$ cat src/rtl/cpu_types_pkg.sv
// Shared CPU types: machine word, fetch FSM state and BTB counter helpers.
package cpu_types_pkg;

   typedef logic [31:0] word_t;

   typedef enum logic [1:0] {
      FETCH      = 2'd0,
      REDIR_PEND = 2'd1,
      HALTED     = 2'd2
   } fetch_state_t;

   typedef logic [1:0] btb_ctr_t;

   localparam btb_ctr_t BTB_CTR_INIT = 2'b01;
   localparam word_t    PC_STEP      = 32'd4;

   function automatic btb_ctr_t ctr_inc(input btb_ctr_t c);
      return (c == 2'b11) ? 2'b11 : c + 2'b01;
   endfunction

   function automatic btb_ctr_t ctr_dec(input btb_ctr_t c);
      return (c == 2'b00) ? 2'b00 : c - 2'b01;
   endfunction

endpackage

$ cat src/rtl/fetch_btb.sv
// Direct-mapped branch target buffer with 2-bit saturating direction counters.
module fetch_btb
   import cpu_types_pkg::*;
#(
   parameter int ENTRIES = 16
) (
   input  logic  CLK,
   input  logic  nRST,
   input  word_t lookup_pc,
   output logic  hit,
   output word_t target,
   input  logic  upd_valid,
   input  word_t upd_pc,
   input  word_t upd_target,
   input  logic  upd_taken
);

   localparam int IDX_W = $clog2(ENTRIES);
   localparam int TAG_W = 32 - IDX_W - 2;

   logic               valid_r  [ENTRIES];
   logic [TAG_W-1:0]   tag_r    [ENTRIES];
   word_t              target_r [ENTRIES];
   btb_ctr_t           ctr_r    [ENTRIES];

   logic [IDX_W-1:0]   look_idx_s;
   logic [TAG_W-1:0]   look_tag_s;
   logic [IDX_W-1:0]   upd_idx_s;
   logic [TAG_W-1:0]   upd_tag_s;
   logic               upd_hit_s;
   logic               unused_s;

   assign look_idx_s = lookup_pc[IDX_W+1:2];
   assign look_tag_s = lookup_pc[31:IDX_W+2];
   assign upd_idx_s  = upd_pc[IDX_W+1:2];
   assign upd_tag_s  = upd_pc[31:IDX_W+2];
   assign upd_hit_s  = valid_r[upd_idx_s] && (tag_r[upd_idx_s] == upd_tag_s);
   assign unused_s   = ^{lookup_pc[1:0], upd_pc[1:0]};

   // Lookup reads registered entries, so a same-cycle update is not visible yet.
   always_comb begin
      hit    = 1'b0;
      target = target_r[look_idx_s];
      if (valid_r[look_idx_s] && (tag_r[look_idx_s] == look_tag_s) && ctr_r[look_idx_s][1]) begin
         hit = 1'b1;
      end else begin
         hit = 1'b0;
      end
   end

   // Entry training from EX-stage resolution.
   always_ff @(posedge CLK or negedge nRST) begin
      if (!nRST) begin
         for (int i = 0; i < ENTRIES; i++) begin
            valid_r[i]  <= 1'b0;
            tag_r[i]    <= '0;
            target_r[i] <= 32'd0;
            ctr_r[i]    <= BTB_CTR_INIT;
         end
      end else if (upd_valid) begin
         if (upd_taken) begin
            valid_r[upd_idx_s]  <= 1'b1;
            tag_r[upd_idx_s]    <= upd_tag_s;
            target_r[upd_idx_s] <= upd_target;
            ctr_r[upd_idx_s]    <= upd_hit_s ? ctr_inc(ctr_r[upd_idx_s]) : ctr_inc(BTB_CTR_INIT);
         end else if (upd_hit_s) begin
            ctr_r[upd_idx_s]    <= ctr_dec(ctr_r[upd_idx_s]);
         end
      end
   end

endmodule

$ cat src/rtl/fetch_unit.sv
// IF stage: PC register, icache request, redirect/halt handling.
// Optional branch prediction is built when FETCH_BTB_EN is defined.
module fetch_unit
   import cpu_types_pkg::*;
#(
   parameter word_t RESET_PC    = 32'h0000_0000,
   parameter int    BTB_ENTRIES = 16
) (
   input  logic  CLK,
   input  logic  nRST,
   input  logic  ihit,
   input  logic  stall,
   input  logic  halt,
   input  logic  redirect_valid,
   input  word_t redirect_pc,
   input  logic  bpu_upd_valid,
   input  word_t bpu_upd_pc,
   input  word_t bpu_upd_target,
   input  logic  bpu_upd_taken,
   output logic  iREN,
   output word_t imemaddr,
   output word_t PC,
   output word_t npc,
   output logic  pred_taken,
   output logic  flushed
);

   fetch_state_t state_r;
   word_t        pc_r;
   word_t        pend_pc_r;
   logic         iren_r;

   word_t        redir_s;
   word_t        pc_plus4_s;
   word_t        pred_next_s;
   logic         pred_s;
   logic         unused_s;

   assign redir_s    = {redirect_pc[31:2], 2'b00};
   assign pc_plus4_s = pc_r + PC_STEP;

`ifdef FETCH_BTB_EN
   logic  btb_hit_s;
   word_t btb_target_s;

   fetch_btb #(
      .ENTRIES (BTB_ENTRIES)
   ) u_btb (
      .CLK        (CLK),
      .nRST       (nRST),
      .lookup_pc  (pc_r),
      .hit        (btb_hit_s),
      .target     (btb_target_s),
      .upd_valid  (bpu_upd_valid),
      .upd_pc     (bpu_upd_pc),
      .upd_target (bpu_upd_target),
      .upd_taken  (bpu_upd_taken)
   );

   // Prediction only steers fetch while actively fetching.
   always_comb begin
      pred_s      = 1'b0;
      pred_next_s = pc_plus4_s;
      if (btb_hit_s && (state_r == FETCH)) begin
         pred_s      = 1'b1;
         pred_next_s = btb_target_s;
      end else begin
         pred_s      = 1'b0;
         pred_next_s = pc_plus4_s;
      end
   end

   assign unused_s = ^{redirect_pc[1:0]};
`else
   assign pred_s      = 1'b0;
   assign pred_next_s = pc_plus4_s;
   assign unused_s    = ^{bpu_upd_valid, bpu_upd_pc, bpu_upd_target, bpu_upd_taken,
                          redirect_pc[1:0], (BTB_ENTRIES > 0)};
`endif

   // Fetch FSM: halt > redirect > advance > hold.
   always_ff @(posedge CLK or negedge nRST) begin
      if (!nRST) begin
         state_r   <= FETCH;
         pc_r      <= RESET_PC;
         pend_pc_r <= 32'd0;
         iren_r    <= 1'b1;
      end else begin
         case (state_r)
            FETCH: begin
               if (halt) begin
                  state_r <= HALTED;
                  iren_r  <= 1'b0;
               end else if (redirect_valid) begin
                  if (ihit) begin
                     pc_r <= redir_s;
                  end else begin
                     // The miss in flight keeps its address; restart after it lands.
                     pend_pc_r <= redir_s;
                     state_r   <= REDIR_PEND;
                  end
               end else if (ihit && !stall) begin
                  pc_r <= pred_next_s;
               end
            end
            REDIR_PEND: begin
               if (halt) begin
                  state_r <= HALTED;
                  iren_r  <= 1'b0;
               end else if (ihit) begin
                  pc_r    <= redirect_valid ? redir_s : pend_pc_r;
                  state_r <= FETCH;
               end else if (redirect_valid) begin
                  pend_pc_r <= redir_s;
               end
            end
            HALTED: begin
               iren_r <= 1'b0;
            end
            default: begin
               state_r <= FETCH;
               iren_r  <= 1'b1;
            end
         endcase
      end
   end

   // Wrong-path marker for the instruction returning this cycle.
   always_comb begin
      flushed = 1'b0;
      case (state_r)
         FETCH:      flushed = redirect_valid;
         REDIR_PEND: flushed = 1'b1;
         HALTED:     flushed = 1'b0;
         default:    flushed = 1'b0;
      endcase
   end

   assign iREN       = iren_r;
   assign imemaddr   = pc_r;
   assign PC         = pc_r;
   assign npc        = pc_plus4_s;
   assign pred_taken = pred_s;

endmodule

$ cat config.mk
export PLATFORM = sky130hd
export DESIGN_NAME = fetch_unit
export DESIGN_NICKNAME = d
export VERILOG_FILES = /design/src/rtl/cpu_types_pkg.sv /design/src/rtl/fetch_btb.sv /design/src/rtl/fetch_unit.sv
export SDC_FILE = /design/constraint.sdc
export NUM_CORES = 1
export LEC_CHECK = 0
export CORE_MARGIN = 3
export CORE_UTILIZATION = 25
export DETAILED_ROUTE_END_ITERATION = 7
export GPL_ROUTABILITY_DRIVEN = 0
export HOLD_SLACK_MARGIN = 0.12
export PLACE_DENSITY = 0.53
export SYNTH_ARGS = -nofsm -noshare
export SYNTH_HDL_FRONTEND = slang
export SYNTH_SLANG_ARGS = --single-unit
export TNS_END_PERCENT = 50
$ cat constraint.sdc
create_clock -name CLK -period 3.1 [get_ports CLK]
set_input_delay 0.775 -clock CLK [delete_from_list [all_inputs] [get_ports CLK]]
set_output_delay 0.775 -clock CLK [all_outputs]
set_load 0.03 [all_outputs]
==> results.yml <==
power_and_ir_drop:
  p_per_area_nw_per_um2: 481
  vdd_drop_max_uv: 246
  p_leak_nw: 2.62
job:
  cap_violations: 0
cells_and_area:
  layout_common_cells: "109 x clkdlybuf4s50_1, 61 x dfrtp_1, 48 x buf_4"
  num_antenna_cells: 0
  drive_gt1_frac: 0.244
  final_nets: 645
  area.growth.synth_to_final_pct: 44.0
  layout_commonest_cell: "clkdlybuf4s50_1"
placement:
  port_buffers: 133
  post-place-ws_ns: 0.178
  dp_hpwl_um: 10000
detailed_routing:
  num_vias: 3686
  via_per_inst: 4.84
  first_iter_violations: 311
  drc: 0
  drt-total-wl_um: 13800
  drt_first_pass_iters: 4
  wire_per_inst_um: 18.1
  route.antenna.remaining_nets: 0
timing:
  finalMaxSlewViolations: 0
  fin_ws_ns: 0.0498
  max_freq_mhz: 328
  hold_viol_final: 0
  finalCritPeriodShare: 0.984
  clock_skew_ns: 0.00744
  min_period_ns: 3.05
  tightest_slew_ns: 0.670
  fin_hold_ws_ns: 0.476
  slew_headroom: 0.553
  finalSetupViolCount: 0
synthesis:
  synth_ff_type: "dfrtp_1"
  ys_warn_count: 0
  yosys.cell_types.count: 46
  seq_area_frac_synth: 0.405
  synthesis.area_per_instance_sq_um: 9.83
  synth-async-reset-ratio: 1.00
  syn_nets: 527
  synth-seq-cells: 67
  synth_area_sq_um: 4150
  syn_inst: 422
  synth-edff-count: 0
global_routing:
  grt_overflow: 0
  grt_pass1_wl_um: 21400
  grt_usage: 0.152
  grt_pass1_vias: 3733
  grt_max_degree: 52
  antenna_found_initial: 1
run_status:
  status: "completed"
floorplan:
  dieArea_sq_um: 18200
  fp-row-count: 46
  initial_core_util: 0.258
  die_w_um: 135
  coreArea_sq_um: 16100
  die_h_um: 135
  io-pin-count: 203
critical_path:
  cp-end-kind: "output pin"
  start_kind: "flop"
  ff2ff_path_depth: 5
  critPathKind: "flop to output pin"
  cp.arrival_ns: 2.28
  required_ns: 2.32
  path_max_fanout: 9
clocking:
  tritoncts: "done"
  numCtsBuffers: 9
  cts_hold_buf: 0
  clock_path_buffers: 2
  clockRootBuffer: "clkbuf_16"
  cts_sinks: 67
  clk_pin_slew_ns: 0.06
  clk_latency_ns: 0.34
  htree_levels: 3
min_path:
  min-delay-path-class: "primary input to async pin"
-- cell usage after synthesis, drive strengths merged (2+ instances only) --
library cell	instances	area (sq um)
nand4	11	83.8
nor4	6	67.6
and3	15	93.8
xnor2	16	140
mux2i	16	160
nor2b	5	31.3
clkbuf	18	68.8
a221oi	5	43.8
nand3	15	80.1
a31o	13	114
nand2	30	113
a21oi	14	70.1
nor3b	2	15.0
and4	3	26.3
dfrtp	66	1650
o211ai	4	30.0
a311o	3	30.0
xor2	12	105
inv	4	15.0
nor2	19	71.3
nor3	22	110
buf	45	330
mux2	30	338
o21ai	21	105
a221o	13	130
-- report_power, final --
part	internal (mW)	switching [mW]
combinational	0.356	0.455
sequential	0.945	0.0805
clock	0.641	0.396
-- per-stage QoR --
stage	power [mW]	cells	TNS, ns	cell area (sq um)	util
3_5_place_dp	1.85	740	0	5600	0.349
3_3_place_gp	1.84	740	0	5600	0.349
2_1_floorplan	1.50	422	-0.00128	4160	-
4_1_cts	2.88	756	0	5910	0.368
6_report	2.87	761	0	5970	0.372
5_1_grt	2.98	761	-0.00642	5970	0.372
-- worst paths after layout --
path | start | endpoint | slack [ns]
worst max register to register | state_r[1]$_DFFE_PN0P_ | PC[10]$_DFFE_PN0P_ | 0.97
max in group asynchronous | nRST | iREN$_DFFE_PN1P_ | 1.90
worst min register to register | pend_pc_r[30]$_DFFE_PN0P_ | pend_pc_r[30]$_DFFE_PN0P_ | 0.50
worst min-delay path | nRST | PC[19]$_DFFE_PN0P_ | 0.48
min in group CLK | pend_pc_r[30]$_DFFE_PN0P_ | pend_pc_r[30]$_DFFE_PN0P_ | 0.50
worst max-delay path | PC[6]$_DFFE_PN0P_ | npc[26] | 0.05
-- registers in the layout, summed over array words and instances (netlist names) --
name       flops
PC            32
pend_pc_r     32
state_r        2
iREN           1
-- per-layer routing --
metal	wire length, um	part of all wire	vias up	track usage
met2	6990	0.51	108	0.261
met4	247	0.018	2	0.0436
met1	5760	0.42	1810	0.192
met3	750	0.054	20	0.0354
met5	13	0.00094	-	0
li1	-	-	1746	-
-- cell families (layout without fill, tap and decap cells) --
kind of cell / Yosys count / after routing / share of synthesized area
AO/OA/AOI/OAI: 78 / 78 / 0.135
XOR/XNOR: 28 / 28 / 0.0591
AND/OR/NAND/NOR: 134 / 134 / 0.177
multiplexers: 46 / 46 / 0.120
other: 1 / 1 / 0.000904
flip-flops: 67 / 67 / 0.405
buffers and inverters: 67 / 190 / 0.0998
adder cells (fa/ha/maj): 1 / 1 / 0.00302
-- layout make-up --
type	count	area, sq um
Clock buffer	11	243
Clock inverter	5	52.6
Fill cell	1597	10100
Inverter	4	15.0
Timing Repair Buffer	170	1600
Multi-Input combinational cell	288	2100
Tap cell	216	270
Sequential cell	67	1680
-- what timing repair did --
item,CTS,global route
endpoints found under the setup margin,11,11
buffers inserted,0,5
pin swaps,0,3
gates resized for setup,10,8
-- worst max-delay path, cell delays in order, from the launching register on --
cell	delay, ns
dfrtp_1	0.39
nand4_4	0.16
buf_4	0.20
nor4_4	0.29
buf_6	0.18
nand4_1	0.12
xnor2_1	0.35
buf_4	0.24
No activity file was read; power rests on OpenSTA's default activity.
